`src/rtl/caliptra_fdm_fuse_writer.sv`:
```
// caliptra_fdm_fuse_writer
// Walks the FDM fuse look-up table one entry at a time. Each entry is a
// {mask, value, address} element. For each entry it writes (value & mask)
// to the SoC register file over an APB master port.
// The walk stops on the end-of-table address marker, on an APB slave error,
// or when the last index is passed without finding the marker.
// Optional feature macro: CALIPTRA_FDM_READBACK_EN. When it is defined, each
// write is followed by an APB read of the same address. The masked read data
// must match the masked value that was written.
// All outputs are registered and are cleared by the asynchronous reset.
module caliptra_fdm_fuse_writer #(
  parameter int LUT_ENTRIES = 64,
  parameter int IW          = $clog2(LUT_ENTRIES)
) (
  input  logic          i_clk,
  input  logic          i_rst_n,
  input  logic          i_start,
  output logic          o_busy,
  output logic          o_done,
  output logic          o_error,
  output logic [1:0]    o_err_code,
  output logic [IW-1:0] o_err_idx,
  output logic          o_lut_readen,
  output logic [IW-1:0] o_lut_raddr,
  input  logic [95:0]   i_lut_rdata,
  output logic          o_psel,
  output logic          o_penable,
  output logic          o_pwrite,
  output logic [31:0]   o_paddr,
  output logic [31:0]   o_pwdata,
  input  logic          i_pready,
  input  logic [31:0]   i_prdata,
  input  logic          i_pslverr
);

  typedef enum logic [3:0] {
    S_IDLE      = 4'd0,
    S_FETCH     = 4'd1,
    S_LATCH     = 4'd2,
    S_SETUP     = 4'd3,
    S_ACCESS    = 4'd4,
    S_RB_SETUP  = 4'd5,
    S_RB_ACCESS = 4'd6,
    S_DONE      = 4'd7,
    S_ERR       = 4'd8
  } state_e;

  typedef struct packed {
    logic [31:0] mask;
    logic [31:0] value;
    logic [31:0] addr;
  } entry_t;

  localparam logic [1:0]    ERR_NONE     = 2'd0;
  localparam logic [1:0]    ERR_SLAVE    = 2'd1;
  localparam logic [1:0]    ERR_NO_EOF   = 2'd2;
`ifdef CALIPTRA_FDM_READBACK_EN
  localparam logic [1:0]    ERR_READBACK = 2'd3;
`endif
  localparam logic [31:0]   EOF_ADDR     = 32'hFFFF_FFFF;
  localparam logic [IW-1:0] LAST_IDX     = IW'(LUT_ENTRIES - 1);

  state_e        state_q, state_d;
  logic [IW-1:0] idx_q, idx_d;
  entry_t        entry_q, entry_d;
  logic [1:0]    err_code_d;
  logic [IW-1:0] err_idx_d;
  logic          at_last;

  logic          busy_d, done_d, error_d, readen_d;
  logic [IW-1:0] raddr_d;
  logic          psel_d, penable_d, pwrite_d;
  logic [31:0]   paddr_d, pwdata_d;

`ifndef CALIPTRA_FDM_READBACK_EN
  // Read data is only consumed by the readback check.
  logic unused_prdata;
  assign unused_prdata = ^i_prdata;
`endif

  // While in LATCH, decisions and the SETUP outputs use the raw table data.
  // In every other state they use the captured copy.
  assign entry_d = (state_q == S_LATCH) ? entry_t'(i_lut_rdata) : entry_q;
  assign at_last = (idx_q == LAST_IDX);

  // State, index, entry and registered outputs
  always_ff @(posedge i_clk or negedge i_rst_n) begin
    if (!i_rst_n) begin
      state_q      <= S_IDLE;
      idx_q        <= '0;
      // NOTE: the entry register is cleared too. The APB address and data
      // outputs are built from it, so they start from a known zero.
      entry_q      <= '0;
      o_err_code   <= ERR_NONE;
      o_err_idx    <= '0;
      o_busy       <= 1'b0;
      o_done       <= 1'b0;
      o_error      <= 1'b0;
      o_lut_readen <= 1'b0;
      o_lut_raddr  <= '0;
      o_psel       <= 1'b0;
      o_penable    <= 1'b0;
      o_pwrite     <= 1'b0;
      o_paddr      <= '0;
      o_pwdata     <= '0;
    end else begin
      // NOTE: non-blocking assignments let every register see the values
      // from before this edge, so the order of statements does not matter.
      state_q      <= state_d;
      idx_q        <= idx_d;
      entry_q      <= entry_d;
      o_err_code   <= err_code_d;
      o_err_idx    <= err_idx_d;
      o_busy       <= busy_d;
      o_done       <= done_d;
      o_error      <= error_d;
      o_lut_readen <= readen_d;
      o_lut_raddr  <= raddr_d;
      o_psel       <= psel_d;
      o_penable    <= penable_d;
      o_pwrite     <= pwrite_d;
      o_paddr      <= paddr_d;
      o_pwdata     <= pwdata_d;
    end
  end

  // Next-state, index and error bookkeeping
  always_comb begin
    // NOTE: every output of this block gets a hold value first. That way no
    // path leaves a signal unassigned, and no latch is inferred.
    state_d    = state_q;
    idx_d      = idx_q;
    err_code_d = o_err_code;
    err_idx_d  = o_err_idx;
    case (state_q)
      S_IDLE, S_DONE, S_ERR: begin
        if (i_start) begin
          state_d    = S_FETCH;
          idx_d      = '0;
          err_code_d = ERR_NONE;
        end
      end
      S_FETCH: state_d = S_LATCH;
      S_LATCH: begin
        if (entry_d.addr == EOF_ADDR) begin
          state_d = S_DONE;
        end else if (entry_d.mask == '0) begin
          if (at_last) begin
            state_d    = S_ERR;
            err_code_d = ERR_NO_EOF;
            err_idx_d  = idx_q;
          end else begin
            idx_d   = idx_q + IW'(1);
            state_d = S_FETCH;
          end
        end else begin
          state_d = S_SETUP;
        end
      end
      S_SETUP: state_d = S_ACCESS;
      S_ACCESS: begin
        if (i_pready) begin
          if (i_pslverr) begin
            state_d    = S_ERR;
            err_code_d = ERR_SLAVE;
            err_idx_d  = idx_q;
`ifdef CALIPTRA_FDM_READBACK_EN
          end else begin
            state_d = S_RB_SETUP;
          end
`else
          end else if (at_last) begin
            state_d    = S_ERR;
            err_code_d = ERR_NO_EOF;
            err_idx_d  = idx_q;
          end else begin
            idx_d   = idx_q + IW'(1);
            state_d = S_FETCH;
          end
`endif
        end
      end
`ifdef CALIPTRA_FDM_READBACK_EN
      S_RB_SETUP: state_d = S_RB_ACCESS;
      S_RB_ACCESS: begin
        if (i_pready) begin
          if (i_pslverr) begin
            state_d    = S_ERR;
            err_code_d = ERR_SLAVE;
            err_idx_d  = idx_q;
          end else if ((i_prdata & entry_q.mask) != (entry_q.value & entry_q.mask)) begin
            state_d    = S_ERR;
            err_code_d = ERR_READBACK;
            err_idx_d  = idx_q;
          end else if (at_last) begin
            state_d    = S_ERR;
            err_code_d = ERR_NO_EOF;
            err_idx_d  = idx_q;
          end else begin
            idx_d   = idx_q + IW'(1);
            state_d = S_FETCH;
          end
        end
      end
`endif
      default: state_d = S_IDLE;
    endcase
  end

  // Output values for the state being entered; registered on the next edge
  always_comb begin
    busy_d    = !(state_d inside {S_IDLE, S_DONE, S_ERR});
    done_d    = (state_d == S_DONE);
    error_d   = (state_d == S_ERR);
    readen_d  = 1'b0;
    raddr_d   = '0;
    psel_d    = 1'b0;
    penable_d = 1'b0;
    pwrite_d  = 1'b0;
    paddr_d   = '0;
    pwdata_d  = '0;
    case (state_d)
      S_FETCH: begin
        readen_d = 1'b1;
        raddr_d  = idx_d;
      end
      S_SETUP, S_ACCESS: begin
        psel_d    = 1'b1;
        penable_d = (state_d == S_ACCESS);
        pwrite_d  = 1'b1;
        paddr_d   = entry_d.addr;
        pwdata_d  = entry_d.value & entry_d.mask;
      end
`ifdef CALIPTRA_FDM_READBACK_EN
      S_RB_SETUP, S_RB_ACCESS: begin
        psel_d    = 1'b1;
        penable_d = (state_d == S_RB_ACCESS);
        paddr_d   = entry_d.addr;
      end
`endif
      default: ;
    endcase
  end

endmodule

```
`config.mk`:
```
export PLATFORM = sky130hd
export DESIGN_NAME = caliptra_fdm_fuse_writer
export DESIGN_NICKNAME = d
export VERILOG_FILES = /design/src/rtl/caliptra_fdm_fuse_writer.sv
export SDC_FILE = /design/constraint.sdc
export NUM_CORES = 1
export LEC_CHECK = 0
export CAP_MARGIN = 20
export CORE_MARGIN = 5
export CORE_UTILIZATION = 49
export CTS_BUF_LIST = sky130_fd_sc_hd__clkbuf_8
export CTS_CLUSTER_DIAMETER = 50
export DETAILED_ROUTE_END_ITERATION = 8
export GPL_TIMING_DRIVEN = 0
export PLACE_DENSITY = 0.83
export SYNTH_ARGS = -nofsm -noshare
export SYNTH_HDL_FRONTEND = slang
export SYNTH_SLANG_ARGS = --single-unit
```
`constraint.sdc`:
```
create_clock -name i_clk -period 2.51 [get_ports i_clk]
set_input_delay 0.502 -clock i_clk [delete_from_list [all_inputs] [get_ports i_clk]]
set_output_delay 0.502 -clock i_clk [all_outputs]
set_load 0.005 [all_outputs]
```
* Word-level counts from Yosys, hierarchy flattened *
Cells that the tools add are included.

word-level totals
  flip-flop bits (word level) = 190
  input bits = 133
  output and inout bits = 85
  logic and storage cells = 80

cells by class
  add/subtract/negate cells = 1
  equal/unequal tests = 17
  mux-type cells = 34
  bitwise logic cells = 1
  reductions and logical operators = 11

operator list
  cell                  number
  $mux 96               1
  $mux 6                12
  $mux 32               2
  $and 32x32->32        1
  $eq 32x32->1 const B  1
  $logic_not 32->1      1
  $mux 4                6
  $pmux 4 s5            1
  $pmux 6 s3            1
  $eq 4x3->1 const B    4
  $eq 4x2->1 const B    3
  $mux 2                6
  $pmux 6 s2            1
  $eq 4x1->1 const B    2
  $eq 4x4->1 const B    2
  $logic_not 4->1       2
  $add 6x1->6 const B   1
  $eq 6x6->1 const B    1
  $ne 2x2->1 const B    3
  $pmux 2 s3            1
  $reduce_bool 3->1     2
  $reduce_and 5->1      1
  $reduce_and 4->1      1
  $mux 1                3
  5 further kinds       5

* Depth between registers and ports, before layout *
Gate-level depths: netlist (run 1).

  word-level depth = 9
  gate-level depth with buffers = 9
  gate-level depth less buffers = 8

* Worst setup path before layout (run 1) *
OpenSTA, ideal clock, no wires.

  path kind = register -> register
  from = register state_q[3]
  to = register o_err_idx[0]
  setup time = 125 ps
  data arrival time = 2,047 ps
  data required time = 2,385 ps
  slack = 338 ps
  cell stages (with the launch flop) = 7
  buffers on the path = 1
  clock period less this slack = 2,172 ps
  cell sequence = dfrtp_1 > clkbuf_1 > nand2b_1 > nor3_1 > o211ai_1 > o31ai_4 > mux2_2

on the way
  cells in the longest elaborated chain, start to end = 5
  elaborated cells on any way between the ends = 11
  those cells by class = 6 x eq/ne; 2 x mux; 3 x reduce/logical

ends and longest elaborated chain
  what                                                       line      RTL
  start, declared                                            63        state_e state_q, state_d;
  start signal, assigned                                     109       state_q <= state_d;
  $eq 4x2->1                                                 83, 135
  $mux 96                                                    83        assign entry_d = (state_q == S_LATCH) ? entry_t'(i_lut_rdata) : entry_q;
  $eq 32x32->1 or $logic_not 32->1 (tied branches)           145, 147
  $ne 2x2->1 (no source line) or $ne 2x1->1 (tied branches)  n/a
  $reduce_and 4->1 (no source line)                          n/a
  end signal, assigned                                       113       o_err_idx <= err_idx_d;
  end, declared                                              22        output logic [IW-1:0] o_err_idx,

Parallel ways exist; a longest one is shown, timed or not.
A chain may end at the register's enable or synchronous reset.

* Worst setup path after layout (run 1) *
  from = input i_lut_rdata[81]
  to = register o_lut_raddr[5]

on the way
  elaborated cells on any way between the ends = 10
  those cells by class = 1 x eq/ne; 8 x mux; 1 x reduce/logical

RTL lines
  what                  line  RTL
  start, declared       25    input logic [95:0] i_lut_rdata,
  $mux 96               83
  $logic_not 32->1      147   end else if (entry_d.mask == '0) begin
  $mux 6                147
  $mux 6                145   if (entry_d.addr == EOF_ADDR) begin
  $pmux 6 s3            135   case (state_q)
  named net idx_d[5]    64    logic [IW-1:0] idx_q, idx_d;
  $mux 6                222   case (state_d)
  named net raddr_d[5]  71    logic [IW-1:0] raddr_d;
  end signal, assigned  118   o_lut_raddr <= raddr_d;
  end, declared         24    output logic [IW-1:0] o_lut_raddr,

The timed path passes the listed nets, and every way through them passes these cells.

==> results.sh, run 1 <==
export IMPL_fp_dieArea_sq_um=17600
export IMPL_clockBufferDepth=2
export IMPL_cellPowerDensity_nw_per_um2=1100
export IMPL_fillerInstances=1145
export IMPL_routed_via_density=5.34
export IMPL_cts_buffers=17
export IMPL_hold_class="flop to flop"
export IMPL_peakVddDrop_v=0.000526
export IMPL_avgSynthCellArea_sq_um=9.99
export IMPL_routed_wl_mm=19.8
export IMPL_hold_ws_ns=0.472
export IMPL_dr_pass1_iters=5
export IMPL_cts_sinks=190
export IMPL_maxSlewHeadroom_pct=53.7
export IMPL_final_hold_viol_count=0
export IMPL_groute_layer_met2_usage_pct=36.4
export IMPL_grt_pass1_vias=6369
export IMPL_yosysTopAreaCellShare_pct=64.6
export IMPL_syn2layout_area_growth_pct=36.0
export IMPL_ys_async_sr_fraction_pct=100
export IMPL_first_iter_violations=360
export IMPL_setup_viol=0
export IMPL_synth_edf_count=0
export IMPL_place_congestion=0.875
export IMPL_finalPower_uw=11000
export IMPL_grt_pass1_wl_mm=32.4
export IMPL_dp_hpwl_mm=14.3
export IMPL_h_tree_depth=4
export IMPL_max_freq_mhz=404
export IMPL_max_cap_violations=0
export IMPL_drive_above_1_share_pct=7.19
export IMPL_synth_area_leader_cell="dfrtp_1"
export IMPL_synth_fp_nets=871
export IMPL_ys_warn_count=0
export IMPL_routedWlPerCell_microns=17.3
export IMPL_busiest_layer="met2"
export IMPL_num_vias=6106
export IMPL_synthTopCellsByArea="dfrtp_1 65%, nand2_1 15%, a21oi_1 3.0%, and3_1 3.0%, nand4_1 1.8%"
export IMPL_insertion_delay_ns=0.46
export IMPL_num_rows=44
export IMPL_crit_required_ns=2.85
export IMPL_final_setup_skew_ns=0.0134
export IMPL_die_h_microns=133
export IMPL_crit_fanout=10
export IMPL_slew_viol_final=0
export IMPL_rrSetupSlack_ns=0.08
export IMPL_cts_root_buf="clkbuf_8"
export IMPL_clk_pin_slew_ns=0.09
export IMPL_grt_overflow_total=0
export IMPL_ys_seq_area_share_pct=64.6
export IMPL_arrival_ns=2.81
export IMPL_dp_cells=1107
export IMPL_syn_inst=737
export IMPL_io_buffers=185
export IMPL_synth_flop_cell="dfrtp_1"
export IMPL_ys_types=45
export IMPL_end_kind="flop"
export IMPL_drtAntennaViolNets=0
export IMPL_fp_dieW_microns=133
export IMPL_leakage_uw=0.00489
export IMPL_grt_usage_pct=23.1
export IMPL_post_route_drc_count=0
export IMPL_multi_input_area_sq_um=2520
export IMPL_fin_cells=1144
export IMPL_status="complete, no violations"
export IMPL_rsz0062_at_grt="true"
export IMPL_worst_slew_pin_slew_ns=0.688
export IMPL_syn_area_sq_um=7360
export IMPL_period_share_pct=98.5
export IMPL_grt_max_degree=121
export IMPL_antenna_found_initial=0
export IMPL_ys_ff_latch=190
export IMPL_diodes=0
export IMPL_seq_area_sq_um=4750
export IMPL_period_needed_ns=2.47
export IMPL_cts_tree="done"
export IMPL_grt_use_met1_pct=30.3
export IMPL_layout_nets=1082
export IMPL_startpoint_type="input port"
export IMPL_met3_usage_pct=6.83
export IMPL_pin_count=218
export IMPL_critical_path_class="input port to flop"
export IMPL_core_area_sq_um=14600
export IMPL_initial_utilization_pct=50.3
[power by group]
part	internal [uW]	total (uW)	switching (uW)
sequential	4190	4680	490
combinational	1740	4320	2580
clock	924	1970	1040
total	6850	11000	4110
[what timing repair did]
action                                  CTS  global route
buffers inserted                          2             4
hold endpoints to repair                 37             0
cloned                                    0             0
gates resized for setup                   8            20
pin swaps                                 1             6
hold buffers                              1             0
endpoints found under the setup margin   92            71
[worst max-delay path, cell delays in order]
cell             delay [ns]
clkdlybuf4s50_1        0.47
nor4_4                 0.31
nand4_1                0.21
nor3_2                 0.22
o22ai_2                0.16
buf_4                  0.22
a221oi_1               0.36
o2bb2ai_1              0.18
nor2b_1                0.17
[logic make-up (layout without fill, tap and decap cells)]
family	count (synthesis)	count (layout)	synth area share, %
buffers and inverters	42	265	2.26
multiplexers	7	7	1.02
flip-flops	190	190	64.6
AO/OA/AOI/OAI	85	85	7.32
AND/OR/NAND/NOR	412	412	24.6
adder cells (fa/ha/maj)	1	1	0.170
[layer usage]
metal | wire length [microns] | vias up
met5 | 0 | -
met4 | 533 | 0
met3 | 1660 | 40
met2 | 9350 | 237
met1 | 8270 | 2942
li1 | - | 2887
[cell usage in the layout (no fill, tap or decap), types with 3 or more instances in the layout]
cell / synthesis / layout
nor2b_1: 5 / 5
mux2i_1: 3 / 3
buf_4: 1 / 8
nor3_1: 5 / 3
and3_1: 35 / 35
nor4_2: 0 / 4
o22a_1: 3 / 3
o31ai_1: 3 / 3
a21o_1: 4 / 4
inv_1: 8 / 10
a21oi_1: 44 / 44
clkbuf_4: 0 / 3
nand2_1: 301 / 301
nand4_1: 21 / 21
clkbuf_8: 0 / 19
clkbuf_1: 29 / 23
o21ai_0: 7 / 7
nand2b_1: 4 / 4
mux2_2: 4 / 4
buf_2: 4 / 3
dfrtp_1: 190 / 190
o21bai_1: 3 / 3
nor4_1: 19 / 13
nand3_1: 4 / 4
clkdlybuf4s50_1: 0 / 184
nor2_1: 10 / 10
[sequential cells by signal (all words and copies together) (netlist names)]
| signal | cells |
|---|---|
| o_error | 1 |
| o_lut_raddr | 6 |
| state_q | 4 |
| o_paddr | 32 |
| entry_q | 96 |
| o_pwrite | 1 |
| o_err_code | 2 |
| o_busy | 1 |
| o_err_idx | 6 |
| o_lut_readen | 1 |
| o_penable | 1 |
| o_done | 1 |
| idx_q | 6 |
| o_pwdata | 32 |
[cell usage after synthesis, drive strengths merged (3+ instances only)]
master and n:
a31o 3, o22a 3, nor3 5, mux2i 3, o21ai 8, o21bai 3, nor2 10, dfrtp 190
a21oi 44, mux2 4, inv 8, and3 35, nor4 19, nor2b 5, nand2 301, nand2b 4
o31ai 4, a21o 4, buf 5, clkbuf 29, nand3 4, o21a 3, nand4 21
[metrics by stage]
| step | setup TNS [ns] | cell area, sq um | utilization, % | setup slack, ns |
|---|---|---|---|---|
| floorplan | 0 | 7360 | - | 0.338 |
| global placement | -1313.93 | 9440 | 64.5 | -6.65 |
| detailed placement | -52.63 | 9480 | 64.7 | -0.772 |
| CTS | 0 | 9910 | 67.7 | 0.0230 |
| global route | -0.101 | 10000 | 68.4 | -0.0530 |
| finish | 0 | 10000 | 68.4 | 0.0367 |
[final timing paths]
path | from | endpoint | cells after the start
max | i_lut_rdata[81] | o_lut_raddr[5] | 9
min | entry_q[59] | entry_q[59] | 2
max reg2reg | entry_q[89] | o_lut_raddr[5] | 8
min reg2reg | entry_q[59] | entry_q[59] | 2
max in group asynchronous | i_rst_n | entry_q[11] | 3
min in group asynchronous | i_rst_n | idx_q[0] | 2
[cell type report]
| type | instances | share of cell area, % |
|---|---|---|
| clock inverter | 12 | 1.23 |
| tap | 184 | 2.30 |
| timing repair buffer | 193 | 19.4 |
| clock buffer | 19 | 2.61 |
| inverter | 8 | 0.300 |
| buffer | 33 | 1.49 |
| multi-input combinational | 505 | 25.2 |
| sequential | 190 | 47.5 |
(Power assumes the default switching activity.)
==> run 2, diff against run 1 <==
--- a/config.mk
+++ b/config.mk
@@ -13,6 +13,7 @@
 export DETAILED_ROUTE_END_ITERATION = 8
 export GPL_TIMING_DRIVEN = 0
 export PLACE_DENSITY = 0.83
+export SLEW_MARGIN = 20
 export SYNTH_ARGS = -nofsm -noshare
 export SYNTH_HDL_FRONTEND = slang
 export SYNTH_SLANG_ARGS = --single-unit
==> run 2 against run 1 <==
Effect of this change: sequential share of layout area about the same; sequential power about the same; routed wire length down 0.33%; count of clock-buffer cells in the layout unchanged; clock power down 3%; flip-flop and latch count unchanged; hold slack worse by 0.44 ns; critical path type is now flop to flop.
==> results.sh, run 2 (same netlist as run 1, synthesis figures left out) <==
export IMPL_max_cap_violations=0
export IMPL_routed_via_density=5.31
export IMPL_hold_class="input port to asynchronous set/reset pin"
export IMPL_grt_max_degree=104
export IMPL_crit_fanout=10
export IMPL_cts_root_buf="clkbuf_8"
export IMPL_pin_count=218
export IMPL_initial_utilization_pct=50.3
export IMPL_final_area_sq_um=10000
export IMPL_grt_pass1_vias=6320
export IMPL_grt_overflow_total=0
export IMPL_cts_tree="done"
export IMPL_reg2reg_depth=7
export IMPL_h_tree_depth=4
export IMPL_cellPowerDensity_nw_per_um2=1090
export IMPL_r2r_end="o_pwdata[8]"
export IMPL_cts_sinks=190
export IMPL_dr_pass1_iters=7
export IMPL_routed_wl_mm=19.8
export IMPL_final_hold_viol_count=0
export IMPL_insertion_delay_ns=0.46
export IMPL_dp_hpwl_mm=14.3
export IMPL_setup_tns_final_ns=0
export IMPL_critical_path_class="flop to flop"
export IMPL_first_iter_violations=392
export IMPL_path_buf_inv=3
export IMPL_startpoint_type="flop"
export IMPL_drtAntennaViolNets=0
export IMPL_crit_chain="clkbuf_2, or4b_2, a21o_1, o21a_2, inv_2, buf_2, and3_1"
export IMPL_drive_above_1_share_pct=7.91
export IMPL_critPathSlowestCell="or4b_2"
export IMPL_status="complete, no violations"
export IMPL_max_freq_mhz=424
export IMPL_syn2layout_area_growth_pct=35.9
export IMPL_clockBufferDepth=2
export IMPL_arrival_ns=2.75
export IMPL_num_rows=44
export IMPL_path_delay_family="simple AND/OR/NAND/NOR gates"
export IMPL_final_setup_skew_ns=0.00948
export IMPL_end_kind="flop"
export IMPL_core_area_sq_um=14600
export IMPL_layout_nets=1082
export IMPL_mostFrequentLayoutCell="nand2_1"
export IMPL_clk_pin_slew_ns=0.09
export IMPL_final_cell_mix="300 x nand2_1, 190 x dfrtp_1, 184 x clkdlybuf4s50_1"
export IMPL_worst_slew_pin_slew_ns=0.705
export IMPL_finalPower_uw=10900
export IMPL_num_vias=6083
export IMPL_diodes=0
export IMPL_hold_buffers=0
export IMPL_rrSetupSlack_ns=0.15
export IMPL_post_route_drc_count=0
export IMPL_critPathMaxStageDelay_ns=0.68
export IMPL_io_buffers=185
export IMPL_routedWlPerCell_microns=17.3
export IMPL_grt_pass1_wl_mm=32.4
export IMPL_slew_viol_final=0
export IMPL_largest_reg_flops=96
export IMPL_leakage_uw=0.00489
export IMPL_placed_cell_area_sq_um=9480
export IMPL_antenna_found_initial=0
export IMPL_fp_dieArea_sq_um=17600
export IMPL_hold_ws_ns=0.0333
export IMPL_peakVddDrop_v=0.000572
export IMPL_period_needed_ns=2.36
export IMPL_maxSlewHeadroom_pct=52.6
export IMPL_place_congestion=0.875
export IMPL_fp_dieW_microns=133
export IMPL_cts_buffers=17
export IMPL_reg_top3="entry_q x96, o_paddr x32, o_pwdata x32"
export IMPL_period_share_pct=93.9
export IMPL_die_h_microns=133
export IMPL_setup_viol=0
export IMPL_grt_usage_pct=22.9
export IMPL_crit_required_ns=2.90
export IMPL_max_flop_register="entry_q"
export IMPL_reg2reg_from="state_q[0]"
## run 2: worst max-delay path by stage
stage | start | end | slack [ns] | cells after the start
2_1_floorplan | state_q[3] | o_err_idx[0] | 0.34 | 6
3_5_place_dp | i_lut_rdata[19] | o_busy | -0.77 | 9
3_3_place_gp | i_rst_n | o_paddr[16] | -6.65 | 1
4_1_cts | state_q[0] | o_pwdata[8] | -0.002 | 7
5_1_grt | i_lut_rdata[18] | o_busy | -0.02 | 9
6_report | state_q[0] | o_pwdata[8] | 0.15 | 7
## run 2: area by class of cell
cell class	instances	area (sq um)
Buffer	34	150
Clock buffer	19	262
Clock inverter	13	115
Fill cell	1162	4640
Inverter	8	30.0
Multi-Input combinational cell	505	2540
Sequential cell	190	4750
Tap cell	184	230
Timing Repair Buffer	192	1930
## run 2: power breakdown
group / total, uW / switching, uW / internal [uW]
combinational: 4290 / 2570 / 1710
sequential: 4680 / 491 / 4190
clock: 1920 / 1080 / 843
## run 2: repair_timing
action | 4_1_cts | 5_1_grt
setup buffers | 1 | 5
setup endpoints to repair | 93 | 75
hold endpoints to repair | 0 | 0
gates resized for setup | 8 | 22
pin swaps | 1 | 6
## run 2: metrics by stage
step                std cells  utilization, %  setup WS [ns]
global placement         1106            64.5          -6.65
CTS                      1140            67.6       -0.00248
floorplan                 737               -          0.338
finish                   1145            68.3          0.152
global route             1145            68.3        -0.0247
detailed placement       1107            64.7         -0.775
## run 2: worst register-to-register path, cell delays in order, from the launching register on
cell,delay [ns]
dfrtp_1,0.42
clkbuf_2,0.21
or4b_2,0.68
a21o_1,0.24
o21a_2,0.20
inv_2,0.12
buf_2,0.23
and3_1,0.20
## run 2: layer usage
layer | wire length (microns) | share of wire [%] | vias up | global-route usage, %
met3 | 1450 | 7.3 | 19 | 6.68
met5 | 0 | 0 | - | 0
met2 | 9680 | 49 | 216 | 37.7
li1 | - | - | 2888 | -
met4 | 268 | 1.4 | 0 | 6.58
met1 | 8360 | 42 | 2960 | 29.9
==> run 3, diff against run 2 <==
--- a/config.mk
+++ b/config.mk
@@ -6,6 +6,7 @@
 export NUM_CORES = 1
 export LEC_CHECK = 0
 export CAP_MARGIN = 20
+export CORE_ASPECT_RATIO = 2
 export CORE_MARGIN = 5
 export CORE_UTILIZATION = 49
 export CTS_BUF_LIST = sky130_fd_sc_hd__clkbuf_8
@@ -13,6 +14,7 @@
 export DETAILED_ROUTE_END_ITERATION = 8
 export GPL_TIMING_DRIVEN = 0
 export PLACE_DENSITY = 0.83
+export REMOVE_ABC_BUFFERS = 1
 export SLEW_MARGIN = 20
 export SYNTH_ARGS = -nofsm -noshare
 export SYNTH_HDL_FRONTEND = slang
==> run 3 against run 2 <==
Effect of this change: count of clock-buffer cells in the layout is the same; power grew 3.5%; register-to-register slack lost 0.10 ns; flip-flop and latch count is the same; largest cell class unchanged; largest power group unchanged.
==> results.sh, run 3 (same netlist as run 1, synthesis figures left out) <==
export IMPL_status="complete, no violations"
export IMPL_largest_reg_flops=96
export IMPL_arrival_ns=2.85
export IMPL_clk_pin_slew_ns=0.10
export IMPL_crit_required_ns=2.87
export IMPL_drive_above_1_share_pct=10.3
export IMPL_grt_usage_pct=23.8
export IMPL_cts_sinks=190
export IMPL_final_setup_skew_ns=0.0140
export IMPL_place_congestion=0.929
export IMPL_core_area_sq_um=14800
export IMPL_final_cell_mix="300 x nand2_1, 186 x dfrtp_1, 184 x clkdlybuf4s50_1"
export IMPL_pin_count=218
export IMPL_initial_utilization_pct=49.7
export IMPL_peakVddDrop_v=0.000834
export IMPL_crit_end="o_lut_raddr[2]"
export IMPL_first_iter_violations=275
export IMPL_reg2reg_from="state_q[2]"
export IMPL_mostFrequentLayoutCell="nand2_1"
export IMPL_startpoint_type="input port"
export IMPL_critical_path_class="input port to flop"
export IMPL_grt_pass1_wl_mm=33.0
export IMPL_num_vias=6217
export IMPL_routed_via_density=5.37
export IMPL_insertion_delay_ns=0.46
export IMPL_layout_nets=1081
export IMPL_crit_fanout=5
export IMPL_end_kind="flop"
export IMPL_rsz0062_at_grt="true"
export IMPL_reg_top3="entry_q x96, o_paddr x32, o_pwdata x32"
export IMPL_r2r_end="o_lut_raddr[2]"
export IMPL_leakage_uw=0.00499
export IMPL_post_route_drc_count=0
export IMPL_maxSlewHeadroom_pct=36.9
export IMPL_finalPower_uw=11300
export IMPL_cts_root_buf="clkbuf_8"
export IMPL_hold_class="flop to flop"
export IMPL_io_buffers=185
export IMPL_syn2layout_area_growth_pct=38.7
export IMPL_fp_dieW_microns=96.7
export IMPL_cts_buffers=17
export IMPL_antenna_found_initial=3
export IMPL_grt_pass1_vias=6468
export IMPL_final_hold_viol_count=0
export IMPL_die_h_microns=183
export IMPL_slew_viol_final=0
export IMPL_routed_wl_mm=20.8
export IMPL_post_route_util_pct=68.9
export IMPL_fin_cells=1158
export IMPL_clockBufferDepth=2
export IMPL_cellPowerDensity_nw_per_um2=1100
export IMPL_dp_cells=1098
export IMPL_fp_dieArea_sq_um=17700
export IMPL_h_tree_depth=4
export IMPL_rrSetupSlack_ns=0.05
export IMPL_period_share_pct=99.1
export IMPL_cts_tree="done"
export IMPL_grt_overflow_total=0
export IMPL_routedWlPerCell_microns=18.0
export IMPL_max_freq_mhz=402
export IMPL_grt_max_degree=71
export IMPL_period_needed_ns=2.49
export IMPL_max_cap_violations=0
export IMPL_max_flop_register="entry_q"
export IMPL_setup_viol=0
export IMPL_worst_slew_pin_slew_ns=0.938
export IMPL_num_rows=63
export IMPL_reg2reg_depth=9
export IMPL_dr_pass1_iters=4
export IMPL_crit_path_start="i_lut_rdata[71]"
export IMPL_drtAntennaViolNets=0
export IMPL_dp_hpwl_mm=15.0
## run 3: stage by stage
stage	setup TNS (ns)	hold slack [ns]	instance area [sq um]	setup WS, ns
finish	0	0.472	10200	0.0222
detailed placement	-91.28	0.453	9520	-1.61
floorplan	-293.51	0.206	7230	-2.62
global route	-0.387	0.500	10200	-0.0477
global placement	-1948.47	0.446	9320	-6.57
CTS	0	0.477	10100	0.0134
## run 3: critical path, stage by stage
cell             delay [ns]
clkdlybuf4s50_1        0.45
nor4_1                 0.39
nand4_1                0.32
nor3_4                 0.24
o22ai_4                0.13
buf_6                  0.16
or3_1                  0.35
a31o_1                 0.19
nor2b_1                0.12
## run 3: power by group
part / total, uW / leakage [uW] / switching [uW] / internal, uW
Sequential: 4710 / 0.00245 / 521 / 4190
Combinational: 4630 / 0.00234 / 2640 / 1990
Clock: 1920 / 0.000196 / 1140 / 782
Total: 11300 / 0.00499 / 4300 / 6960
## run 3: worst min path at each step
stage	from	endpoint	cells after the start
after CTS	entry_q[54]	entry_q[54]	2
final	entry_q[54]	entry_q[54]	2
after detailed placement	i_rst_n	entry_q[23]	1
after global routing	entry_q[40]	entry_q[40]	2
after floorplan	i_rst_n	entry_q[0]	0
after global placement	entry_q[61]	entry_q[61]	2
## run 3: final cells by class
cell class                      instances  area, sq um
Timing Repair Buffer                  223         2230
Timing Repair inverter                  1         7.51
Clock buffer                           19          262
Inverter                                8         33.8
Sequential cell                       190         4760
Multi-Input combinational cell        506         2540
Fill cell                            1150         4610
Tap cell                              195          244
Antenna cell                            3         7.51
Clock inverter                         13          121
## run 3: what timing repair did
item,4_1_cts,5_1_grt
endpoints found under the setup margin,92,44
hold buffers,1,0
cloned,2,0
buffers inserted,13,9
hold endpoints to repair,60,0
pin swaps,3,8
gates resized for setup,14,11
## run 3: metal layers
| layer | track usage [%] | share of wire, % |
|---|---|---|
| met1 | 24.0 | 34 |
| met2 | 45.0 | 56 |
| met3 | 4.76 | 4.2 |
| met4 | 13.2 | 5.1 |
| met5 | 0 | 0 |
